==> src/rtl/fsm_state_monitor.sv <==
// Passive checker for the 4-state ring sequencer: counts visits and laps, flags illegal jumps and stalls.
// Optional stall detection is enabled by defining FSM_STATE_MON_STALL_EN.
module fsm_state_monitor #(
    parameter int unsigned CNT_W     = 16,
    parameter int unsigned DWELL_MAX = 8
) (
    input  logic                 clk,
    input  logic                 reset,
    input  logic [1:0]           state_in,
    input  logic                 clear,
    output logic                 trans_valid,
    output logic [1:0]           trans_to,
    output logic [4*CNT_W-1:0]   visit_cnt,
    output logic [CNT_W-1:0]     lap_cnt,
    output logic                 err_illegal,
    output logic                 err_stall,
    output logic [1:0]           mon_state
);

    typedef enum logic [1:0] {
        MON_IDLE  = 2'b00,
        MON_TRACK = 2'b01,
        MON_FAULT = 2'b10
    } mon_e;

    localparam logic [CNT_W-1:0] CNT_MAX   = '1;
    localparam logic [7:0]       DWELL_SAT = 8'hFF;

    // Reject parameter values outside the supported range at elaboration
    if (CNT_W < 1 || DWELL_MAX < 2 || DWELL_MAX > 255) begin : g_bad_param
        $error("fsm_state_monitor: CNT_W must be >= 1 and DWELL_MAX in 2..255");
    end

    function automatic logic [CNT_W-1:0] sat_inc(input logic [CNT_W-1:0] v);
        return (v == CNT_MAX) ? v : v + CNT_W'(1);
    endfunction

    mon_e             mode_q, mode_d;
    logic [1:0]       prev_q, prev_d;
    logic             trans_valid_q, trans_valid_d;
    logic [1:0]       trans_to_q, trans_to_d;
    logic [CNT_W-1:0] visit_q [4];
    logic [CNT_W-1:0] visit_d [4];
    logic [CNT_W-1:0] lap_q, lap_d;
    logic             err_illegal_q, err_illegal_d;
`ifdef FSM_STATE_MON_STALL_EN
    logic [7:0]       dwell_q, dwell_d;
    logic             err_stall_q, err_stall_d;
`endif

    // Next-state and output computation; clear overrides the sample
    always_comb begin
        mode_d        = mode_q;
        prev_d        = prev_q;
        trans_valid_d = 1'b0;
        trans_to_d    = trans_to_q;
        for (int i = 0; i < 4; i++) visit_d[i] = visit_q[i];
        lap_d         = lap_q;
        err_illegal_d = err_illegal_q;
`ifdef FSM_STATE_MON_STALL_EN
        dwell_d       = dwell_q;
        err_stall_d   = err_stall_q;
`endif
        if (clear) begin
            mode_d        = MON_IDLE;
            prev_d        = 2'b00;
            trans_to_d    = 2'b00;
            for (int i = 0; i < 4; i++) visit_d[i] = '0;
            lap_d         = '0;
            err_illegal_d = 1'b0;
`ifdef FSM_STATE_MON_STALL_EN
            dwell_d       = 8'd0;
            err_stall_d   = 1'b0;
`endif
        end else begin
            unique case (mode_q)
                MON_IDLE: begin
                    prev_d            = state_in;
                    visit_d[state_in] = CNT_W'(1);
                    mode_d            = MON_TRACK;
`ifdef FSM_STATE_MON_STALL_EN
                    dwell_d           = 8'd1;
`endif
                end
                MON_TRACK: begin
                    if (state_in == prev_q) begin
`ifdef FSM_STATE_MON_STALL_EN
                        dwell_d = (dwell_q == DWELL_SAT) ? dwell_q : dwell_q + 8'd1;
                        if (dwell_d == 8'(DWELL_MAX)) err_stall_d = 1'b1;
`endif
                    end else if (state_in == 2'(prev_q + 2'd1)) begin
                        prev_d            = state_in;
                        trans_valid_d     = 1'b1;
                        trans_to_d        = state_in;
                        visit_d[state_in] = sat_inc(visit_q[state_in]);
                        if (state_in == 2'b00) lap_d = sat_inc(lap_q);
`ifdef FSM_STATE_MON_STALL_EN
                        dwell_d           = 8'd1;
`endif
                    end else begin
                        prev_d        = state_in;
                        err_illegal_d = 1'b1;
                        mode_d        = MON_FAULT;
                    end
                end
                MON_FAULT: begin
                    prev_d = state_in;
                end
                default: begin
                    mode_d = MON_IDLE;
                end
            endcase
        end
    end

    always_ff @(posedge clk or negedge reset) begin
        if (!reset) begin
            mode_q        <= MON_IDLE;
            prev_q        <= 2'b00;
            trans_valid_q <= 1'b0;
            trans_to_q    <= 2'b00;
            for (int i = 0; i < 4; i++) visit_q[i] <= '0;
            lap_q         <= '0;
            err_illegal_q <= 1'b0;
        end else begin
            mode_q        <= mode_d;
            prev_q        <= prev_d;
            trans_valid_q <= trans_valid_d;
            trans_to_q    <= trans_to_d;
            for (int i = 0; i < 4; i++) visit_q[i] <= visit_d[i];
            lap_q         <= lap_d;
            err_illegal_q <= err_illegal_d;
        end
    end

`ifdef FSM_STATE_MON_STALL_EN
    always_ff @(posedge clk or negedge reset) begin
        if (!reset) begin
            dwell_q     <= 8'd0;
            err_stall_q <= 1'b0;
        end else begin
            dwell_q     <= dwell_d;
            err_stall_q <= err_stall_d;
        end
    end

    assign err_stall = err_stall_q;
`else
    assign err_stall = 1'b0;
`endif

    assign trans_valid = trans_valid_q;
    assign trans_to    = trans_to_q;
    assign visit_cnt   = {visit_q[3], visit_q[2], visit_q[1], visit_q[0]};
    assign lap_cnt     = lap_q;
    assign err_illegal = err_illegal_q;
    assign mon_state   = mode_q;

endmodule

==> config.mk <==
export PLATFORM = sky130hd
export DESIGN_NAME = fsm_state_monitor
export DESIGN_NICKNAME = d
export VERILOG_FILES = /design/src/rtl/fsm_state_monitor.sv
export SDC_FILE = /design/constraint.sdc
export NUM_CORES = 1
export LEC_CHECK = 0
export CORE_AREA = 3 3 129 131
export CTS_CLUSTER_SIZE = 28
export DETAILED_ROUTE_END_ITERATION = 8
export DIE_AREA = 0 0 132 134
export GPL_ROUTABILITY_DRIVEN = 0
export GPL_TIMING_DRIVEN = 0
export HOLD_SLACK_MARGIN = 0.15
export PLACE_DENSITY = 0.5
export SYNTH_ARGS = -nofsm -noshare
export SYNTH_HDL_FRONTEND = slang
export SYNTH_SLANG_ARGS = --single-unit
==> constraint.sdc <==
create_clock -name clk -period 4.7 [get_ports clk]
set_input_delay 0.705 -clock clk [delete_from_list [all_inputs] [get_ports clk]]
set_output_delay 0.705 -clock clk [all_outputs]
set_load 0.01 [all_outputs]
==> metrics.md <==
| Metric | Value |
|---|---|
| Die height | `between 100 and 150 µm` |
| Avg Inst Size Synth | `10.7 µm²` |
| Crit. End Element | `flop` |
| FFs w/ async S/R, synth | `between 90% and 100%` |
| FF-to-FF Start | `visit_cnt[16]` |
| Top post-synthesis cells by count | `dfrtp_1, nand2_1, o21ai_0` |
| Sw frac | `24.6%` |
| First-pass GRT wire length | `roughly 23 mm` |
| Core area | `between 15000 and 20000 µm²` |
| H-tree depth | `3` |
| Max Clock Freq | `approximately 310 MHz` |
| Quantity of I/O buffers inserted on ports | `87` |
| Mapped Cells | `about 430` |
| CP Max Fanout | `10` |
| Worst Tran Pin Value | `1.24 ns` |
| Peak VDD IR | `~0.14 mV` |
| Pint | `around 1300 µW` |
| Seq cells post-synth | `88` |
| Final WS setup | `between 1 and 1.5 ns` |
| WS Path Type | `in2reg` |
| Iteration count of the initial detailed-routing pass | `4` |
| Share of layout cells above drive strength 1 | `9.29%` |
| Crit path arrival time | `about 3.5 ns` |
| Dpl hpwl | `between 10 and 15 mm` |
| Clock Latency Late Sink | `around 0.35 ns` |
| Initial antenna violation count | `0` |
| DR iter-0 viols | `309` |
| Max Root-Sink Buffers | `2` |
| Crit path time final | `around 3.2 ns` |
| Clock Power Share | `between 40% and 50%` |
| Worst Clk Skew | `approximately 0.0058 ns` |
| Library cells used by synthesis | `a little over 60` |
| Placement Cell Area | `just under 6000 µm²` |
| Maxcap violations | `0` |
| Post-CTS sizing | `0` |
| Combinational Power Share | `under 10%` |
| WHS | `~0.36 ns` |
| Min-delay worst type | `in2async` |
| Slew HR | `between 15 and 20%` |
| Number of antenna repair diodes | `0` |
| Leak Pwr | `roughly 0.0024 µW` |
| R2R Path End | `visit_cnt[33]` |
| Vias in the first global route | `roughly 4000` |
| Number of flops mapped to enable cells by yosys | `0` |
| Clock-pin transition on the worst setup and hold timing paths | `around 0.07 ns` |
| Die Area | `roughly 18000 µm²` |
| Final nets | `540` |
| Total number of vias | `around 4000` |
| Setup bufs post-CTS | `0` |
| I/O pin count | `about 90` |
| Final Max Tran Viols | `0` |
| Count of final hold-check violations | `0` |
| PD cells | `between 200 and 300 nW/µm²` |
| Placement Rows | `46` |
| Synth warnings | `0` |
| Switch Pwr | `roughly 420 µW` |
| Placement Setup Slack | `roughly 1.1 ns` |
| Syn Nets | `441` |
| Register area | `~2200 µm²` |
| Die width | `about 130 µm` |
| DR WL/cell | `just under 20 µm` |
| CTS tree | `yes` |
| Run status | `finished clean` |
| Number of fill cells | `around 1600` |
| Vias per cell | `roughly 5.3` |
| Starting density of the core | `around 30%` |
| Residual DRC | `0` |
| Total Power Consumption | `between 1500 and 2000 µW` |
| Clock sink total | `~90` |
| GR Util All Layers | `roughly 17%` |
| Critical Path RT | `between 4 and 5 ns` |
| Final worst-path cycle share | `slightly below 70%` |
| Number of routed nets with antenna violations | `0` |
| Synth top area cells | `dfrtp_1, mux4_2, nand2_1` |
| CP Launch Type | `primary input` |
| Area of the multi-input gates | `2290 µm²` |
| Unrepaired setup endpoints after global routing | `no` |
| Seq/Total Area, Yosys | `between 40 and 50%` |
| Total Wirelength | `14.6 mm` |
| Largest area contributor in the netlist | `dfrtp_1` |
| R2r setup slk | `1.89 ns` |
| Flop pwr share | `between 40% and 50%` |
| Synth Cell Area | `between 4000 and 5000 µm²` |
| Top-count cell post-synth | `dfrtp_1` |
| Post-synth top area share | `between 40% and 50%` |
| R2R depth | `7` |
| Total CTS buffers | `9` |
| Root Buffer Master | `clkbuf_16` |
| Number of setup violations in the final report | `0` |
| Area growth syn-to-layout | `32.1%` |
| Predominant post-synthesis flop cell | `dfrtp_1` |
| Cts hold-fix bufs | `0` |
| Post-route cell area | `between 6000 and 7000 µm²` |
| Largest net degree at the start of global routing | `between 40 and 50` |
| GRT overflow | `0` |
==> worst max-delay path, cell delays in order <==
cell	delay, ns
buf_4	0.18
buf_4	0.26
mux4_2	0.35
ha_1	0.18
clkbuf_1	0.39
nand4_4	0.20
nor4_4	0.61
mux2i_1	0.42
o21ai_1	0.12
==> power by group through the flow <==
| stage | Combinational [µW] | Clock [µW] | Sequential, µW |
|---|---|---|---|
| 5_1_grt | 160 | 839 | 774 |
| 6_report | 144 | 798 | 773 |
| 4_1_cts | 147 | 807 | 773 |
| 2_1_floorplan | 75.0 | 0 | 789 |
| 3_3_place_gp | 143 | 0 | 787 |
| 3_5_place_dp | 146 | 0 | 787 |
==> final cells by class <==
type / instances / area share (%)
Buffer: 25 / 2.14
Clock buffer: 11 / 3.96
Clock inverter: 5 / 1.31
Inverter: 5 / 0.306
Multi-Input combinational cell: 316 / 37.3
Sequential cell: 88 / 35.9
Tap cell: 216 / 4.41
Timing Repair Buffer: 88 / 14.6
==> worst max-delay path by stage <==
stage	cells past startpoint	end	start
2_1_floorplan	9	visit_cnt[17]	state_in[0]
3_3_place_gp	1	visit_cnt[48]	reset
3_5_place_dp	9	visit_cnt[49]	state_in[1]
4_1_cts	9	visit_cnt[33]	state_in[1]
5_1_grt	9	visit_cnt[16]	state_in[1]
6_report	9	visit_cnt[33]	state_in[1]
==> stage by stage <==
step | cells | TNS (ns) | util [%]
final | 754 | 0 | 39.0
after detailed placement | 738 | 0 | 37.0
after CTS | 754 | 0 | 39.0
after global placement | 737 | -34.86 | 36.8
after floorplan | 434 | 0 | -
after global routing | 754 | 0 | 39.0
==> layout by cell type (no fill, tap or decap), types with 4 or more instances in the layout <==
cell / Yosys / final
a211oi_1: 6 / 6
a21oi_1: 13 / 13
a22o_1: 23 / 23
a31oi_1: 6 / 6
a32oi_1: 5 / 5
and2_1: 4 / 4
and3_1: 5 / 5
and4_1: 4 / 4
buf_4: 3 / 4
clkbuf_1: 15 / 16
clkbuf_16: 0 / 9
clkdlybuf4s50_1: 0 / 86
dfrtp_1: 88 / 88
inv_1: 4 / 4
mux2i_1: 9 / 9
mux4_1: 5 / 5
mux4_2: 11 / 11
nand2_1: 57 / 57
nand2b_1: 6 / 6
nand3_1: 14 / 14
nand4_1: 8 / 8
nor2_1: 22 / 22
nor3_1: 9 / 9
nor4_1: 6 / 6
o21ai_0: 34 / 34
o21ai_1: 6 / 6
o31ai_1: 4 / 4
or3_1: 6 / 6
xnor2_1: 6 / 6
xor2_1: 6 / 6
==> logic make-up after synthesis <==
group	after synthesis	synth area share [%]
DFF	88	47.4
and+or+nand+nor	159	18.9
other	1	0.0808
xor gates and xnor gates	13	2.61
adders and majority gates	2	0.539
muxes	27	10.6
AOI/OAI and AO/OA	114	16.6
buffers and inverters	30	3.23
==> flip-flops by register name, summed over array words and instances, names as in the netlist <==
register	flops
visit_cnt	64
prev_q	2
mon_state	2
err_illegal	1
lap_cnt	16
trans_valid	1
trans_to	2
==> per-layer routing <==
metal / routed length, µm / part of all wire (%) / track usage [%]
met2: 7100 / 49 / 27.1
met5: 0 / 0 / 0
met1: 6550 / 45 / 22.8
met3: 807 / 5.5 / 4.28
met4: 166 / 1.1 / 4.26
Power figures use the tool's default switching activity.
